==> config.mk <==
export PLATFORM = sky130hd
export DESIGN_NAME = mem_access_ctrl
export DESIGN_NICKNAME = d
export VERILOG_FILES = /design/src/rtl/mem_access_ctrl.sv
export SDC_FILE = /design/constraint.sdc
export NUM_CORES = 1
export LEC_CHECK = 0
export CAP_MARGIN = 20
export CELL_PAD_IN_SITES_DETAIL_PLACEMENT = 1
export CELL_PAD_IN_SITES_GLOBAL_PLACEMENT = 2
export CORE_ASPECT_RATIO = 0.75
export CORE_MARGIN = 2
export CORE_UTILIZATION = 25
export DETAILED_ROUTE_END_ITERATION = 8
export PLACE_DENSITY = 0.73
export SYNTH_ARGS = -nofsm -noshare
export SYNTH_HDL_FRONTEND = slang
export SYNTH_SLANG_ARGS = --single-unit
==> constraint.sdc <==
create_clock -name clk -period 16.1 [get_ports clk]
set_input_delay 1.61 -clock clk [delete_from_list [all_inputs] [get_ports clk]]
set_output_delay 1.61 -clock clk [all_outputs]
set_load 0.01 [all_outputs]
==> src/rtl/mem_access_ctrl.sv <==
// Y86-64 memory-stage access controller: decodes the M-stage icode into a
// data-memory transaction and runs a req/ack handshake with stall, timeout and error status.
module mem_access_ctrl #(
  parameter int DATA_W    = 64,
  parameter int ADDR_W    = 64,
  parameter int ICODE_W   = 4,
  parameter int ALIGN_CHK = 1,
  parameter int TIMEOUT   = 255
) (
  input  logic               clk,
  input  logic               rst,
  input  logic               M_valid_i,
  input  logic [ICODE_W-1:0] M_icode_i,
  input  logic [DATA_W-1:0]  M_valE_i,
  input  logic [DATA_W-1:0]  M_valA_i,
  output logic               mem_req_o,
  output logic               mem_we_o,
  output logic [ADDR_W-1:0]  mem_addr_o,
  output logic [DATA_W-1:0]  mem_wdata_o,
  input  logic               mem_ack_i,
  input  logic               mem_err_i,
  input  logic [DATA_W-1:0]  mem_rdata_i,
  output logic               m_stall_o,
  output logic               m_done_o,
  output logic [DATA_W-1:0]  m_valM_o,
  output logic               m_adr_err_o
);

  localparam logic [ICODE_W-1:0] I_RMMOVQ = ICODE_W'(4'h4);
  localparam logic [ICODE_W-1:0] I_MRMOVQ = ICODE_W'(4'h5);
  localparam logic [ICODE_W-1:0] I_CALL   = ICODE_W'(4'h8);
  localparam logic [ICODE_W-1:0] I_RET    = ICODE_W'(4'h9);
  localparam logic [ICODE_W-1:0] I_PUSHQ  = ICODE_W'(4'hA);
  localparam logic [ICODE_W-1:0] I_POPQ   = ICODE_W'(4'hB);

  localparam int CW = (TIMEOUT > 0) ? $clog2(TIMEOUT + 1) : 1;
  localparam logic [CW-1:0] TLAST =
    (TIMEOUT > 0) ? CW'(TIMEOUT - 1) : '0;
  localparam logic [ADDR_W-1:0] AMASK = ADDR_W'(DATA_W / 8 - 1);

  typedef enum logic [1:0] {
    S_IDLE,
    S_REQ,
    S_DONE,
    S_ERR
  } state_t;

  state_t            state;
  logic [CW-1:0]     cnt;
  logic              is_rd;
  logic              is_wr;
  logic [ADDR_W-1:0] addr_d;
  logic              start;
  logic              misal;

  always_comb begin
    is_rd  = 1'b0;
    is_wr  = 1'b0;
    addr_d = ADDR_W'(M_valE_i);
    case (M_icode_i)
      I_RMMOVQ, I_PUSHQ, I_CALL: is_wr = 1'b1;
      I_MRMOVQ:                  is_rd = 1'b1;
      I_POPQ, I_RET: begin
        is_rd  = 1'b1;
        addr_d = ADDR_W'(M_valA_i);
      end
      default: ;
    endcase
  end

  assign start = M_valid_i && (is_rd || is_wr);
  assign misal = (ALIGN_CHK != 0) && ((addr_d & AMASK) != '0);

  // Reset forces stall low even while a start is presented.
  assign m_stall_o = !rst &&
    (((state == S_IDLE) && start) || (state == S_REQ));

  always_ff @(posedge clk or posedge rst) begin
    if (rst) begin
      state       <= S_IDLE;
      cnt         <= '0;
      mem_req_o   <= 1'b0;
      mem_we_o    <= 1'b0;
      mem_addr_o  <= '0;
      mem_wdata_o <= '0;
      m_done_o    <= 1'b0;
      m_adr_err_o <= 1'b0;
      m_valM_o    <= '0;
    end else begin
      m_done_o    <= 1'b0;
      m_adr_err_o <= 1'b0;
      unique case (state)
        S_IDLE: begin
          if (start) begin
            if (misal) begin
              state       <= S_ERR;
              m_done_o    <= 1'b1;
              m_adr_err_o <= 1'b1;
            end else begin
              state       <= S_REQ;
              cnt         <= '0;
              mem_req_o   <= 1'b1;
              mem_we_o    <= is_wr;
              mem_addr_o  <= addr_d;
              mem_wdata_o <= M_valA_i;
            end
          end
        end
        S_REQ: begin
          if (mem_ack_i) begin
            mem_req_o <= 1'b0;
            m_done_o  <= 1'b1;
            if (mem_err_i) begin
              state       <= S_ERR;
              m_adr_err_o <= 1'b1;
            end else begin
              state <= S_DONE;
              if (!mem_we_o) m_valM_o <= mem_rdata_i;
            end
          end else if ((TIMEOUT != 0) && (cnt == TLAST)) begin
            state       <= S_ERR;
            mem_req_o   <= 1'b0;
            m_done_o    <= 1'b1;
            m_adr_err_o <= 1'b1;
          end else begin
            cnt <= cnt + CW'(1);
          end
        end
        S_DONE: state <= S_IDLE;
        S_ERR:  state <= S_IDLE;
        default: state <= S_IDLE;
      endcase
    end
  end

endmodule

==> results of run 1 <==
metal layers:
layer	up-vias	GRT usage	wire length, um
met4	2	0.04318	879
li1	2799	-	-
met1	3061	0.1856	11910
met5	-	0	13
met2	249	0.2324	12530
met3	43	0.06457	2598
through the flow:
stage / setup slack (ns) / total power (uW)
floorplan: 8.866 / 1169
global placement: 9.841 / 1683
detailed placement: 9.807 / 1694
CTS: 10.36 / 2319
global route: 10.19 / 2408
finish: 10.50 / 2276
sequential cells by signal, summed over array words and instances, names as in the netlist:
register     flops
mem_addr_o      64
state            2
m_valM_o        64
cnt              8
m_done_o         1
mem_we_o         1
mem_wdata_o     64
m_adr_err_o      1
mem_req_o        1
layout make-up:
cell class	count	share of cell area
Inverter	6	0.002115
Sequential cell	206	0.3632
Tap cell	457	0.04028
Timing Repair Buffer	403	0.2845
Clock buffer	37	0.05148
Multi-Input combinational cell	315	0.2487
Clock inverter	7	0.009784
worst max-delay path, delay by kind of cell:
family	cells	cell delay, ns
buf+inv	3	2.15
simple gates	2	1.27
mux	2	0.84
cell families after synthesis:
| logic type | Yosys count | synth area share |
|---|---|---|
| buf+inv | 35 | 0.02446 |
| mux | 252 | 0.3507 |
| compound gates | 26 | 0.01869 |
| flops | 206 | 0.5791 |
| simple gates | 35 | 0.02432 |
| fa+ha+maj | 2 | 0.002811 |
cells in the final DEF, fill, tap and decap left out, types with 5 or more instances in the layout:
cell / instances
o21ai_0: 11
clkbuf_16: 25
buf_4: 5
clkbuf_1: 6
mux2_4: 73
mux2_2: 172
dfrtp_1: 206
nor2b_1: 5
clkbuf_8: 6
nand2_1: 6
inv_1: 5
mux2_1: 5
clkdlybuf4s50_1: 397
power by group through the flow:
stage / Combinational [uW] / Clock (uW) / Sequential [uW]
4_1_cts: 861 / 624 / 835
2_1_floorplan: 255 / 0 / 914
3_3_place_gp: 851 / 0 / 832
5_1_grt: 900 / 645 / 863
6_report: 845 / 600 / 831
3_5_place_dp: 857 / 0 / 837
worst paths after layout:
path	slack, ns	cells after the start	to	from
min in group asynchronous	1.57	2	m_valM_o[14]	rst
min	0.48	1	m_valM_o[28]	m_valM_o[28]
max in group asynchronous	13.24	3	mem_addr_o[40]	rst
min reg2reg	0.48	1	m_valM_o[28]	m_valM_o[28]
max	10.50	7	mem_addr_o[30]	M_icode_i[0]
max reg2reg	12.21	6	mem_addr_o[30]	state[1]
==> results.yml, run 1 <==
power:
  power_leakage_uw: 0.005963
  switchingPower_uw: 637.7
  intPower_uw: 1638
  pwr-share-comb: 0.371
  clkPwrFrac: 0.264
  power_density_nw_per_um2: 160.3
  seqPwrFrac: 0.365
  ir_drop_uv: 49.99
  swShare: 0.2802
clocking:
  numCtsBuffers: 25
  cts.path.max_buffers: 3
  cts_resized: 0
  post-cts-setup-buffers: 0
  cts_sinks: 206
  htreeDepth: 1
  hold_buffers: 0
  clk_latency_ns: 0.52
  clock-root-buffer: "clkbuf_16"
  tritoncts: "built"
  clk_pin_slew_ns: 0.06
sta:
  fin_crit_sh: 0.3479
  worstMarginPinSlew_ns: 1.019
  timing.hold.ws_ns: 0.4823
  rsz0062_at_grt: "false"
  finalSetupViolCount: 0
  setup_tns_ns: 0
  fin_crit_ns: 5.602
  clock.fmax_ghz: 0.1785
  max-slew-margin-rel: 0.3190
  fin_skew_ns: 0.007660
  slew_violations: 0
  hold_viol: 0
critical_path:
  path_cells: "clkdlybuf4s50_1, nand3b_1, mux2i_4, nor2_4, buf_4, buf_4, mux2_2"
  critPathSlowestCell: "buf_4"
  arrival_ns: 6.00
  crit_top_cell: "buf_4"
  cp.required_ns: 16.50
  critPathMaxStageDelay_ns: 0.84
  critical_path_class: "input pin to flop"
  crit_path_start_kind: "input pin"
  end_kind: "flop"
  cp_max_fo: 58
synth:
  synth.most_common_cell: "dfrtp_1"
  netlist_area_um2: 8902
  synthCells: 556
  synth_warnings: 0
  netlist_top_cells_area: "dfrtp_1 58%, mux2_2 22%, mux2_4 12%, buf_6 1.1%, buf_2 0.67%"
  ys.flop_type: "dfrtp_1"
  synth_common_cells: "206 x dfrtp_1, 172 x mux2_2, 73 x mux2_4, 12 x buf_2, 11 x o21ai_0"
  synth_edf_count: 0
  synth_top_area_frac: 0.5791
  syn_avg_cell_area_um2: 16.01
  yosysTopAreaCell: "dfrtp_1"
  yosysSeqAreaShare: 0.5791
  ys_types: 38
  async_flop_share: 1.000
  synth_nets: 759
  ys_ff_latch: 206
global_routing:
  grt_usage: 0.1483
  grt_max_degree: 140
  antenna_found_initial: 1
  grt_pass1_wl_um: 42950
  grt_pass1_vias: 6805
  grt_overflow_total: 0
floorplan:
  rows: 59
  start_util: 0.2550
  io_pins: 398
  die_w_um: 221.9
  die_area_um2: 37150
  core-area_um2: 34920
  die_y_um: 167.4
status:
  status: "finished clean"
routing:
  first_pass_iters: 4
  vias_per_cell: 4.300
  ant_nets: 0
  vias: 6154
  wl_per_cell_um: 19.52
  drt_iter0_drc: 183
  drc: 0
  routed_wl_um: 27930
finish:
  diodes: 0
  fin_area_um2: 14190
  fillers: 3616
  layout.nets: 1160
  final_util: 0.4065
  seq_area_um2: 5155
  multi_input_area_um2: 3530
  fin_cells: 1431
  syn_to_final_growth_pct: 59.45
  drive_above_1_share: 0.3018
placed_design:
  hpwl_um: 19980
  dp_cells: 1386
  placed_area_um2: 13300
  io_buffers: 397
  gp_congestion: 0.7202
worst_hold_path:
  min_path_type: "flop to flop"
job:
  maxCapViolations: 0
No activity file was read; power rests on OpenSTA's default activity.
==> inputs of run 2 (changes only) <==
==> constraint.sdc (replaced) <==
create_clock -name clk -period 5.85 [get_ports clk]
set_input_delay 0.585 -clock clk [delete_from_list [all_inputs] [get_ports clk]]
set_output_delay 0.585 -clock clk [all_outputs]
set_load 0.01 [all_outputs]
==> results.yml, run 2 (same netlist as run 1, synthesis figures left out) <==
status:
  status: "finished clean"
worst_hold_path:
  worstHoldStart: "m_valM_o[28]"
  min_path_type: "flop to flop"
job:
  maxCapViolations: 0
floorplan:
  io_pins: 398
  start_util: 0.2550
  core-area_um2: 34920
  die_area_um2: 37150
  die_y_um: 167.4
  die_w_um: 221.9
  rows: 59
placed_design:
  io_buffers: 397
  gp_congestion: 0.7819
  post-place-ws_ns: 2.185
  hpwl_um: 20280
finish:
  final_cell_mix: "397 x clkdlybuf4s50_1, 206 x dfrtp_1, 172 x mux2_2"
  layout.nets: 1160
  largest_registers: "m_valM_o x64, mem_addr_o x64, mem_wdata_o x64"
  multi_input_area_um2: 3530
  fillers: 3663
  seq_area_um2: 5155
  final_common_cell: "clkdlybuf4s50_1"
  syn_to_final_growth_pct: 58.83
  diodes: 0
  final_util: 0.4050
  drive_above_1_share: 0.3049
critical_path:
  critPathMaxStageDelay_ns: 0.60
  crit_path_start_kind: "input pin"
  end_kind: "primary output"
  critical_path_class: "input pin to primary output"
  cp.required_ns: 5.27
  critPathSlowestCell: "clkdlybuf4s50_1"
  arrival_ns: 2.45
  crit_top_cell: "clkdlybuf4s50_1"
  path_cells: "clkdlybuf4s50_1, nor3b_1, o211ai_2, a21oi_1, clkdlybuf4s50_1"
  reg2reg_from: "state[1]"
  crit_start: "M_icode_i[2]"
  cp_num_buf_inv: 2
  cp_max_fo: 7
  path_delay_family: "buffers and inverters"
clocking:
  numCtsBuffers: 24
  clk_pin_slew_ns: 0.06
  cts_resized: 0
  cts_sinks: 206
  hold_buffers: 0
  htreeDepth: 1
  clk_latency_ns: 0.53
  clock-root-buffer: "clkbuf_16"
  cts.path.max_buffers: 3
  tritoncts: "built"
  post-cts-setup-buffers: 0
sta:
  hold_viol: 0
  setup_ws_ns: 2.815
  worstMarginPinSlew_ns: 0.9693
  fin_crit_ns: 3.035
  rsz0062_at_grt: "false"
  max-slew-margin-rel: 0.3538
  slew_violations: 0
  fin_skew_ns: 0.009514
  clock.fmax_ghz: 0.3295
  fin_crit_sh: 0.5188
  finalSetupViolCount: 0
  setup_tns_ns: 0
power:
  ir_drop_uv: 175.7
  p_total_uw: 6134
  power_density_nw_per_um2: 433.8
  power_leakage_uw: 0.005937
routing:
  drc: 0
  vias_per_cell: 4.340
  wl_per_cell_um: 19.55
  routed_wl_um: 27970
  ant_nets: 0
  drt_iter0_drc: 232
  first_pass_iters: 4
  vias: 6210
global_routing:
  grt_pass1_vias: 6991
  antenna_found_initial: 0
  grt_pass1_wl_um: 42880
  grt_overflow_total: 0
  grt_max_degree: 100
  grt_usage: 0.1482
==> run 2: cell types whose count changed in the layout (fill, tap and decap cells not counted) <==
cell | before | now
inv_6 | 1 | 0
bufinv_16 | 4 | 1
buf_4 | 5 | 4
clkinv_4 | 0 | 1
clkbuf_1 | 6 | 3
buf_16 | 1 | 0
inv_8 | 1 | 0
clkinv_2 | 2 | 7
clkinvlp_4 | 0 | 1
buf_12 | 0 | 3
==> run 2: cell type report <==
type,instances,area share
inverters,6,0.001858
well taps,457,0.04044
repair buffers,404,0.2874
clock buffers,34,0.05088
multi-input cells,315,0.2496
flip-flops and latches,206,0.3646
clock inverters,9,0.005221
==> run 2: per-stage QoR <==
| step | area [um^2] | std cells | hold WS (ns) |
|---|---|---|---|
| floorplan | 8906 | 556 | 0.4557 |
| global placement | 13350 | 1388 | 0.4686 |
| detailed placement | 13350 | 1388 | 0.4869 |
| CTS | 14140 | 1431 | 0.5007 |
| global route | 14140 | 1431 | 0.5081 |
| finish | 14140 | 1431 | 0.4926 |
==> run 2: path summary, 6_finish.rpt <==
kind                       cells after the start  slack (ns)              to
setup / recovery                               5        2.82       m_stall_o
hold / removal                                 1        0.49    m_valM_o[28]
setup reg to reg                               5        3.30  mem_addr_o[22]
hold reg to reg                                1        0.49    m_valM_o[28]
max in group asynchronous                      3        4.12  mem_wdata_o[1]
min in group asynchronous                      2        0.58        state[1]
==> run 2: report_power, final <==
part	switching [uW]	internal [uW]	leakage [uW]	total, uW
Combinational	816	1500	0.00293	2320
Clock	619	898	0.000400	1520
Sequential	328	1970	0.00261	2300
==> run 2: metal layers <==
metal / vias to the layer above / global-route usage / wire length (um)
li1: 2799 / - / -
met4: 0 / 0.03202 / 564
met5: - / 0 / 0
met1: 3136 / 0.1800 / 11580
met3: 31 / 0.06370 / 2616
met2: 244 / 0.2446 / 13210
==> inputs of run 3 (changes only) <==
==> constraint.sdc (replaced) <==
create_clock -name clk -period 3.18 [get_ports clk]
set_input_delay 0.318 -clock clk [delete_from_list [all_inputs] [get_ports clk]]
set_output_delay 0.318 -clock clk [all_outputs]
set_load 0.01 [all_outputs]
==> results.yml, run 3 (same netlist as run 1, synthesis figures left out) <==
routing:
  drc: 0
  ant_nets: 0
  vias: 6148
  first_pass_iters: 4
  drt_iter0_drc: 240
  routed_wl_um: 27900
  wl_per_cell_um: 19.44
  vias_per_cell: 4.284
power:
  seqPwrFrac: 0.378
  intPower_uw: 8014
  pwr-share-comb: 0.382
  p_total_uw: 11190
  power_density_nw_per_um2: 786.6
  switchingPower_uw: 3178
  clkPwrFrac: 0.240
  power_leakage_uw: 0.005976
  ir_drop_uv: 343.2
  swShare: 0.2840
sta:
  hold_viol: 0
  fin_crit_sh: 0.7983
  clock.fmax_ghz: 0.3939
  finalSetupViolCount: 0
  timing.hold.ws_ns: 0.2916
  slew_violations: 0
  rsz0062_at_grt: "false"
  setup_tns_ns: 0
  fin_crit_ns: 2.539
  worstMarginPinSlew_ns: 0.6886
  max-slew-margin-rel: 0.5400
  fin_skew_ns: 0.01797
critical_path:
  crit_path_start_kind: "input pin"
  cp.required_ns: 2.86
  reg2reg_depth: 6
  critPathSlowestCell: "clkdlybuf4s50_1"
  crit_top_cell: "clkdlybuf4s50_1"
  path_cells: "clkdlybuf4s50_1, nor3b_1, o211ai_2, a21oi_1, clkdlybuf4s50_1"
  path_depth: 5
  cp_max_fo: 7
  path_delay_family: "buffers and inverters"
  cp_num_buf_inv: 2
  critPathMaxStageDelay_ns: 0.57
  critical_path_class: "input pin to primary output"
  arrival_ns: 2.22
  end_kind: "primary output"
floorplan:
  die_area_um2: 37150
  die_y_um: 167.4
  rows: 59
  die_w_um: 221.9
  core-area_um2: 34920
  start_util: 0.2550
  io_pins: 398
clocking:
  hold_buffers: 0
  clk_latency_ns: 0.53
  cts.path.max_buffers: 3
  numCtsBuffers: 24
  htreeDepth: 1
  cts_sinks: 206
  clk_pin_slew_ns: 0.06
  cts_resized: 0
  tritoncts: "built"
  post-cts-setup-buffers: 0
  clock-root-buffer: "clkbuf_16"
placed_design:
  dp_cells: 1397
  placed_area_um2: 13480
  io_buffers: 397
  hpwl_um: 20560
  gp_congestion: 0.7561
finish:
  layout.nets: 1169
  fin_area_um2: 14230
  largest_registers: "m_valM_o x64, mem_addr_o x64, mem_wdata_o x64"
  final_cell_mix: "397 x clkdlybuf4s50_1, 206 x dfrtp_1, 172 x mux2_2"
  drive_above_1_share: 0.3057
  final_common_cell: "clkdlybuf4s50_1"
  diodes: 0
  fin_cells: 1435
  syn_to_final_growth_pct: 59.85
worst_hold_path:
  min_path_type: "input pin to async pin"
global_routing:
  grt_usage: 0.1498
  grt_overflow_total: 0
  grt_pass1_wl_um: 43210
  grt_max_degree: 63
  antenna_found_initial: 0
  grt_pass1_vias: 6914
status:
  status: "finished clean"
job:
  maxCapViolations: 0
run 3: changes by cell type in the layout (fill, tap and decap cells not counted), sizes merged:
cell / before / now
clkbuf: 34 / 35
clkinv: 8 / 2
buf: 7 / 16
run 3: per-stage QoR:
stage | setup WS, ns | utilization
final | 0.6414 | 0.4075
after detailed placement | 0.5024 | 0.3860
after global routing | 0.5076 | 0.4075
after CTS | 0.6122 | 0.4075
after global placement | 0.5410 | 0.3860
after floorplan | 0.1897 | -
run 3: worst paths after layout:
check                           startpoint              end  slack [ns]
setup / recovery              M_icode_i[2]        m_stall_o        0.64
hold / removal                         rst  mem_wdata_o[23]        0.29
setup reg to reg                    cnt[0]           cnt[6]        1.14
hold reg to reg                m_valM_o[3]      m_valM_o[3]        0.49
max in group asynchronous              rst     m_valM_o[31]        2.14
min in group clk           mem_rdata_i[51]     m_valM_o[51]        0.41
run 3: per-layer routing:
metal	vias up	part of all wire	routed length, um	track usage
met5	-	0	0	0
met4	0	0.019	524	0.03114
met3	37	0.099	2758	0.06720
met2	228	0.47	13140	0.2457
met1	3063	0.41	11470	0.1821
li1	2820	-	-	-
run 3: power groups by stage:
stage | clock (uW) | sequential, uW | combinational (uW)
after CTS | 2830 | 4250 | 4350
final | 2690 | 4230 | 4280
after detailed placement | 0 | 4260 | 4340
after global placement | 0 | 4230 | 4300
after global routing | 2940 | 4390 | 4540
after floorplan | 0 | 4630 | 1290
run 3: layout make-up:
cell class                 instances  area, um^2
inverter                           6       26.28
fill                            3609       20690
timing repair buffer             413        4194
clock inverter                     3       40.04
clock buffer                      35       713.2
sequential                       206        5155
multi-input combinational        315        3530
tap                              457       571.8
